[src/rtl/serial_add_ctrl.sv]
// Bit-serial adder controller: one full_adder cell adds two WIDTH-bit operands
// LSB first, one bit per clock, with the carry held in a flop between bits.
// Optional feature macro: SERIAL_ADD_OVF_EN adds a registered signed-overflow output Ovf.

// Single-bit full adder cell time-shared by the controller.
module full_adder (
    input  logic A,
    input  logic B,
    input  logic Cin,
    output logic S,
    output logic Cout
);

    assign S    = A ^ B ^ Cin;
    assign Cout = (A & B) | (Cin & (A ^ B));

endmodule

module serial_add_ctrl #(
    parameter int unsigned WIDTH = 8
) (
    input  logic             Clk,
    input  logic             Rst_n,
    input  logic             Start,
    input  logic [WIDTH-1:0] A,
    input  logic [WIDTH-1:0] B,
    input  logic             Cin,
    output logic             Ready,
    output logic             Busy,
    output logic [WIDTH-1:0] S,
    output logic             Cout,
    output logic             Done
`ifdef SERIAL_ADD_OVF_EN
    ,
    output logic             Ovf
`endif
);

    localparam int unsigned   CW   = (WIDTH > 1) ? $clog2(WIDTH) : 1;
    localparam logic [CW-1:0] LAST = CW'(WIDTH - 1);

    typedef enum logic [1:0] {
        IDLE,
        ADD,
        DONE
    } state_t;

    state_t           state;
    state_t           state_n;
    logic [CW-1:0]    cnt;
    logic             carry;
    logic [WIDTH-1:0] a_sh;
    logic [WIDTH-1:0] b_sh;
    logic [WIDTH-1:0] sum_sh;
    logic             fa_s;
    logic             fa_cout;
    logic             last_bit;

    full_adder u_fa (
        .A    (a_sh[0]),
        .B    (b_sh[0]),
        .Cin  (carry),
        .S    (fa_s),
        .Cout (fa_cout)
    );

    assign last_bit = (cnt == LAST);

    // State register.
    always_ff @(posedge Clk or negedge Rst_n) begin
        if (!Rst_n) begin
            state <= IDLE;
        end else begin
            state <= state_n;
        end
    end

    // Next-state decode and handshake outputs.
    always_comb begin
        state_n = state;
        Ready   = 1'b0;
        Busy    = 1'b0;
        case (state)
            IDLE: begin
                Ready = 1'b1;
                if (Start) state_n = ADD;
            end
            ADD: begin
                Busy = 1'b1;
                if (last_bit) state_n = DONE;
            end
            DONE: begin
                Busy    = 1'b1;
                state_n = IDLE;
            end
            default: state_n = IDLE;
        endcase
    end

    // Operand load, per-bit shift/carry update and final result capture.
    always_ff @(posedge Clk or negedge Rst_n) begin
        if (!Rst_n) begin
            cnt    <= '0;
            carry  <= 1'b0;
            a_sh   <= '0;
            b_sh   <= '0;
            sum_sh <= '0;
            S      <= '0;
            Cout   <= 1'b0;
            Done   <= 1'b0;
`ifdef SERIAL_ADD_OVF_EN
            Ovf    <= 1'b0;
`endif
        end else begin
            Done <= 1'b0;
            case (state)
                IDLE: begin
                    if (Start) begin
                        a_sh  <= A;
                        b_sh  <= B;
                        carry <= Cin;
                        cnt   <= '0;
                    end
                end
                ADD: begin
                    carry  <= fa_cout;
                    sum_sh <= {fa_s, sum_sh[WIDTH-1:1]};
                    a_sh   <= {1'b0, a_sh[WIDTH-1:1]};
                    b_sh   <= {1'b0, b_sh[WIDTH-1:1]};
                    cnt    <= cnt + 1'b1;
                    if (last_bit) begin
                        // The MSB sum bit is still on the adder output this cycle,
                        // so S is assembled from it plus the partially shifted sum.
                        S    <= {fa_s, sum_sh[WIDTH-1:1]};
                        Cout <= fa_cout;
                        Done <= 1'b1;
`ifdef SERIAL_ADD_OVF_EN
                        // carry flop holds the carry into the MSB on the last bit
                        Ovf  <= carry ^ fa_cout;
`endif
                    end
                end
                default: ;
            endcase
        end
    end

endmodule

[config.mk]
export PLATFORM = sky130hd
export DESIGN_NAME = serial_add_ctrl
export DESIGN_NICKNAME = d
export VERILOG_FILES = /design/src/rtl/serial_add_ctrl.sv
export SDC_FILE = /design/constraint.sdc
export NUM_CORES = 1
export LEC_CHECK = 0
export ABC_AREA = 1
export CORE_UTILIZATION = 55
export CTS_CLUSTER_SIZE = 20
export DETAILED_ROUTE_END_ITERATION = 10
export DONT_BUFFER_PORTS = 1
export GPL_ROUTABILITY_DRIVEN = 0
export GPL_TIMING_DRIVEN = 1
export HOLD_SLACK_MARGIN = 0.02
export PLACE_DENSITY = 0.73
export SYNTH_ARGS = -nofsm -noshare
export SYNTH_HDL_FRONTEND = slang
export SYNTH_HIERARCHICAL = 1
export SYNTH_SLANG_ARGS = --single-unit
[constraint.sdc]
create_clock -name Clk -period 1.2 [get_ports Clk]
set_input_delay 0.18 -clock Clk [delete_from_list [all_inputs] [get_ports Clk]]
set_output_delay 0.18 -clock Clk [all_outputs]
set_load 0.05 [all_outputs]
==> results.yml, run 1 <==
outcome:
  status: "finished, violations left"
  violations: "setup timing"
placed_design:
  preCtsSetupSlack_ns: -0.109
  place_area_sq_mm: 0.00196
  detailed_place_hpwl_mm: 2.55
  portBuffers: 0
routing:
  wirelength_mm: 5.50
  vias: 1749
  drtAntennaViolNets: 0
  drc: 0
  wl_per_cell_um: 18.2
  viasPerCell: 5.79
  first_pass_iters: 4
  drt_iter0_markers: 110
min_path:
  hold_class: "in -> reg"
clocking:
  h-tree-depth: 2
  cts_buffer_depth: 2
  clock-root-buffer: "clkbuf_4"
  clock-sinks: 39
  insertion_delay_ns: 0.37
  numCtsBuffers: 5
  cts.clk_slew.worst_paths_ns: 0.13
  cts_tree: "done"
yosys:
  synth_area_sq_mm: 0.00182
  syn_nets: 247
  synth_top_area_cell: "dfrtp_1"
  synth_top_area_share_pct: 53.6
  yosysWarnings: 6
  synthDistinctLibCells: 15
  synth-seq-cells: 39
  synthCells: 222
  yosysSeqAreaShare_pct: 53.6
  synth_top_cells_by_area: "dfrtp_1 (54%), nand2_1 (22%), nand3_1 (6.6%)"
  syn_area_per_cell_sq_um: 8.20
global_route:
  grt_pass1_vias: 1656
  grt_pass1_wl_mm: 7.36
  grt_max_degree: 40
  grt_antenna_before_repair: 0
  overflow: 0
  grt_usage_pct: 28.5
sta:
  slew_violations: 0
  slew_headroom_pct: 80.3
  hold_viol: 0
  hold_slack_ns: 0.00878
  worst_pin_slew_ns: 0.295
  layout_setup_ws_ns: -0.296
  rsz0062_at_grt: "true"
  finClkSkew_ns: 0.0111
  final-setup-viol-count: 41
  fmax_mhz: 668
  period_share_pct: 125
  period_needed_ns: 1.50
  setup_tns_ns: -8.14
power_and_ir_drop:
  netSwitchingFraction_pct: 44.5
  cellPowerDensity_mw_per_mm2: 2590
  ir_worst_vdd_v: 0.00153
  comb_power_share_pct: 52.7
  internal-power_mw: 3.72
  sequentialPowerShare_pct: 33.5
  leakagePower_nw: 1.28
  p_clk_share_pct: 13.8
  p_sw_mw: 2.98
floorplanning:
  die-area_sq_mm: 0.00354
  initial_core_util_pct: 58.7
  rows: 20
  die_height_um: 59.5
  core_region_area_sq_mm: 0.00310
  io-pin-count: 32
  fp.dieW_um: 59.5
worst_setup_path:
  cp_data_required_time_ns: 1.47
  cp_slowest_cell: "dfrtp_1"
  startpoint_type: "register"
  critical_path_class: "reg -> reg"
  cp_max_fo: 8
  slowest_delay_ns: 0.41
  crit_path_frequent_cell: "inv_4"
  critPathCaptureType: "register"
  path_cells: "buf_6, inv_4, ha_4, buf_4, inv_4, nand2_8, clkbuf_16, nand3_1, nand2_1"
  worstPathArrival_ns: 1.77
final_layout:
  n_antenna_cell: 0
  fin_nets: 282
  final_cell_mix: "nand2_1 (98), dfrtp_1 (32), nand3_2 (13)"
  area_delta_synth_final_pct: 42.2
  fin_area_sq_mm: 0.00259
  drive_gt1_share_pct: 34.9
  fillCellCount: 173
  final_common_cell: "nand2_1"
run:
  cap_viol_max_count: 0
-- critical path: cells and delay by family (launching register included) --
| family | cells | cell delay (ns) |
|---|---|---|
| AND/OR/NAND/NOR | 3 | 0.27 |
| adder cells (fa/ha/maj) | 1 | 0.16 |
| flip-flops | 1 | 0.41 |
| buffers and inverters | 5 | 0.57 |
-- through the flow --
| step | total power [mW] | util [%] | cells |
|---|---|---|---|
| CTS | 6.03 | 78.1 | 298 |
| global placement | 4.19 | 63.0 | 272 |
| detailed placement | 4.35 | 63.0 | 272 |
| global route | 7.04 | 83.4 | 302 |
| floorplan | 3.80 | - | 222 |
| finish | 6.70 | 83.4 | 302 |
-- synth_stat cells --
library cell and instances:
fa_1 1, buf_4 3, nand3_1 24, buf_2 6
nand2_2 2, nor2_1 1, buf_6 2, nand4_1 2
inv_1 13, nand2_1 108, inv_2 1, o21ai_0 14
dfrtp_1 39, ha_1 4, nand2_4 2
-- flip-flops by register name, summed over array words and instances (netlist names) --
name	count
cnt	3
Cout	1
a_sh	8
S	8
b_sh	8
Done	1
state	2
carry	1
sum_sh	7
-- power by group through the flow --
| stage | Clock (mW) | Sequential, mW | Combinational (mW) |
|---|---|---|---|
| floorplan | 0 | 2.15 | 1.65 |
| global placement | 0 | 2.13 | 2.06 |
| detailed placement | 0 | 2.16 | 2.18 |
| CTS | 0.901 | 2.18 | 2.95 |
| global route | 0.977 | 2.29 | 3.77 |
| finish | 0.923 | 2.25 | 3.53 |
-- what timing repair did --
item	CTS	global route
buffers inserted	8	1
endpoints found under the setup margin	38	45
hold buffers	6	1
hold endpoints to repair	43	1
pin swaps	7	2
gates cloned	4	2
resized for setup	64	25
-- per-layer routing --
metal | global-route usage (%) | wire, um | up-vias
li1 | - | - | 776
met1 | 32.1 | 2050 | 863
met2 | 53.0 | 2940 | 92
met3 | 6.55 | 328 | 18
met4 | 8.64 | 181 | 0
met5 | 0 | 0 | -
-- kinds of logic (layout without fill, tap and decap cells) --
group | after synthesis | count (layout) | share of synthesized area, %
DFF | 39 | 39 | 53.6
adders and majority gates | 5 | 5 | 3.85
and+or+nand+nor | 139 | 142 | 31.7
AOI/OAI and AO/OA | 14 | 14 | 3.85
buffers and inverters | 25 | 58 | 7.01
-- worst paths after layout --
kind / startpoint / endpoint / slack (ns) / cells after the start
setup / recovery: state[0] / carry / -0.30 / 9
hold / removal: A[2] / a_sh[2] / 0.009 / 4
setup reg to reg: state[0] / carry / -0.30 / 9
hold reg to reg: S[7] / S[7] / 0.51 / 2
max in group asynchronous: Rst_n / sum_sh[4] / 0.75 / 2
min in group asynchronous: Rst_n / a_sh[0] / 0.25 / 2
-- area by class of cell --
type	instances	area [sq um]	area share, %
Tap cell	44	55.1	2.13
Inverter	14	65.1	2.51
Clock buffer	5	37.5	1.45
Timing Repair Buffer	36	413	15.9
Clock inverter	3	43.8	1.69
Sequential cell	39	985	38.0
Multi-Input combinational cell	161	990	38.2
(Power assumes the default switching activity.)
==> run 2: changes to the inputs <==
--- a/config.mk
+++ b/config.mk
@@ -14,6 +14,7 @@
 export GPL_TIMING_DRIVEN = 1
 export HOLD_SLACK_MARGIN = 0.02
 export PLACE_DENSITY = 0.73
+export SLEW_MARGIN = 20
 export SYNTH_ARGS = -nofsm -noshare
 export SYNTH_HDL_FRONTEND = slang
 export SYNTH_HIERARCHICAL = 1
==> constraint.sdc (replaced) <==
create_clock -name Clk -period 1.2 [get_ports Clk]
set_input_delay 0.12 -clock Clk [delete_from_list [all_inputs] [get_ports Clk]]
set_output_delay 0.12 -clock Clk [all_outputs]
set_load 0.05 [all_outputs]
==> run 2 against run 1 <==
The flow still finishes with violations (setup timing). Register-to-register slack better by 0.08 ns. Flip-flop and latch count is the same. Sequential power shrank 6%. Largest power group unchanged. Fmax up 5.6%. Wire length decreased by 14%. Cell count is 4.3% higher.
==> results.yml, run 2 (same netlist as run 1, synthesis figures left out) <==
clocking:
  cts_buffer_depth: 2
  cts_tree: "done"
  numCtsBuffers: 5
  cts.clk_slew.worst_paths_ns: 0.12
  h-tree-depth: 2
  clock-sinks: 39
  clock-root-buffer: "clkbuf_4"
  insertion_delay_ns: 0.37
sta:
  fmax_mhz: 706
  setup_tns_ns: -4.30
  slew_violations: 0
  hold_viol: 0
  finClkSkew_ns: 0.0180
  rsz0062_at_grt: "true"
  worst_pin_slew_ns: 0.437
  period_needed_ns: 1.42
  layout_setup_ws_ns: -0.216
  period_share_pct: 118
  final-setup-viol-count: 33
  slew_headroom_pct: 70.9
worst_setup_path:
  cp_max_fo: 8
  startpoint_type: "register"
  critical_path_class: "reg -> reg"
  worst-path-buf-inv: 4
  worstPathArrival_ns: 1.68
  cp_data_required_time_ns: 1.46
  cp_slowest_cell: "dfrtp_1"
  crit_family: "flip-flops"
  r2r_slack_ns: -0.22
  path_cells: "buf_6, inv_4, ha_4, buf_12, inv_8, nand2_8, nand2_4, nand2_1, nand2_2"
  slowest_delay_ns: 0.42
  critPathCaptureType: "register"
outcome:
  violations: "setup timing"
  status: "finished, violations left"
run:
  cap_viol_max_count: 0
global_route:
  grt_use_met1_pct: 36.1
  use_met2_pct: 49.0
  overflow: 0
  grt_antenna_before_repair: 0
  grt_pass1_vias: 1672
  busiest_layer: "met2"
  grt_max_degree: 40
  grt_pass1_wl_mm: 7.45
  met3_usage_pct: 4.80
  grt_usage_pct: 28.9
routing:
  drc: 0
  drt_iter0_markers: 82
  wirelength_mm: 4.76
  drtAntennaViolNets: 0
  vias: 1672
  first_pass_iters: 4
  wl_per_cell_um: 15.1
  viasPerCell: 5.31
final_layout:
  seqCellArea_sq_um: 976
  area_delta_synth_final_pct: 43.6
  fillCellCount: 187
  final_cell_mix: "nand2_1 (103), dfrtp_1 (39), nand3_2 (20)"
  drive_gt1_share_pct: 28.4
  fin_nets: 295
  multiInputGateArea_sq_um: 935
  reg_top3: "S (8), a_sh (8), b_sh (8)"
  n_antenna_cell: 0
  fin_util_pct: 84.2
  final_common_cell: "nand2_1"
power_and_ir_drop:
  comb_power_share_pct: 51.9
  netSwitchingFraction_pct: 43.4
  cellPowerDensity_mw_per_mm2: 2410
  leakagePower_nw: 1.35
  p_clk_share_pct: 14.4
  p_sw_mw: 2.73
  internal-power_mw: 3.56
  ir_worst_vdd_v: 0.00157
  sequentialPowerShare_pct: 33.7
placed_design:
  detailed_place_hpwl_mm: 2.55
  preCtsSetupSlack_ns: -0.102
  portBuffers: 0
floorplanning:
  die_height_um: 59.5
  fp.dieW_um: 59.5
  initial_core_util_pct: 58.7
  core_region_area_sq_mm: 0.00310
  die-area_sq_mm: 0.00354
  io-pin-count: 32
  rows: 20
min_path:
  hold_class: "in -> reg"
[run 2: cell types whose count changed in the layout (fill, tap and decap cells not counted), moves of 5 or more]
cell	delta
buf_4	+7
dfrtp_1	+7
dfrtp_2	-7
dlygate4sd3_1	+13
nand2_1	+5
nand3_1	-5
nand3_2	+7
o21ai_0	+5
[run 2: repair_timing]
item                                   CTS  global route
endpoints found under the hold margin   57             0
buffers inserted                         4             1
cloned                                   3             1
gates resized for setup                 46            13
hold buffers                            20             0
setup endpoints to repair               33            41
pin swaps                                5             6
[run 2: path summary, 6_finish.rpt]
path / start / cells after the start / end
max in group asynchronous: Rst_n / 2 / a_sh[6]
worst max-delay path: state[0] / 9 / b_sh[3]
worst max register to register: state[0] / 9 / b_sh[3]
worst min-delay path: Start / 4 / b_sh[5]
min in group asynchronous: Rst_n / 2 / S[3]
worst min register to register: Cout / 2 / Cout
[run 2: worst min-delay path, delay by kind of cell]
kind | cells | cell delay (ns)
and+or+nand+nor | 4 | 0.28
[run 2: per-layer routing]
metal | share of wire [%] | vias to the layer above
li1 | - | 793
met1 | 42 | 796
met2 | 49 | 67
met3 | 5.8 | 16
met4 | 2.9 | 0
met5 | 0 | -
[run 2: stage by stage]
| step | total power, mW | area, sq um | cells | hold WS, ns |
|---|---|---|---|---|
| after floorplan | 3.80 | 1840 | 222 | -0.176 |
| after CTS | 5.99 | 2560 | 313 | 0.0429 |
| final | 6.29 | 2610 | 315 | 0.0697 |
| after global routing | 6.65 | 2610 | 315 | 0.0905 |
| after global placement | 4.22 | 2000 | 278 | -0.175 |
| after detailed placement | 4.36 | 2000 | 278 | -0.175 |
[run 2: layout make-up]
| class | instances | area share (%) |
|---|---|---|
| Sequential cell | 39 | 37.3 |
| Inverter | 14 | 2.49 |
| Clock buffer | 5 | 1.44 |
| Tap cell | 44 | 2.11 |
| Multi-Input combinational cell | 160 | 35.8 |
| Clock inverter | 3 | 1.68 |
| Timing Repair Buffer | 50 | 19.2 |
[run 2: power by group through the flow]
stage,sequential (mW),clock (mW),combinational (mW)
2_1_floorplan,2.15,0,1.65
3_3_place_gp,2.05,0,2.17
3_5_place_dp,2.07,0,2.29
4_1_cts,2.09,0.898,3.00
5_1_grt,2.16,0.948,3.54
6_report,2.12,0.902,3.27
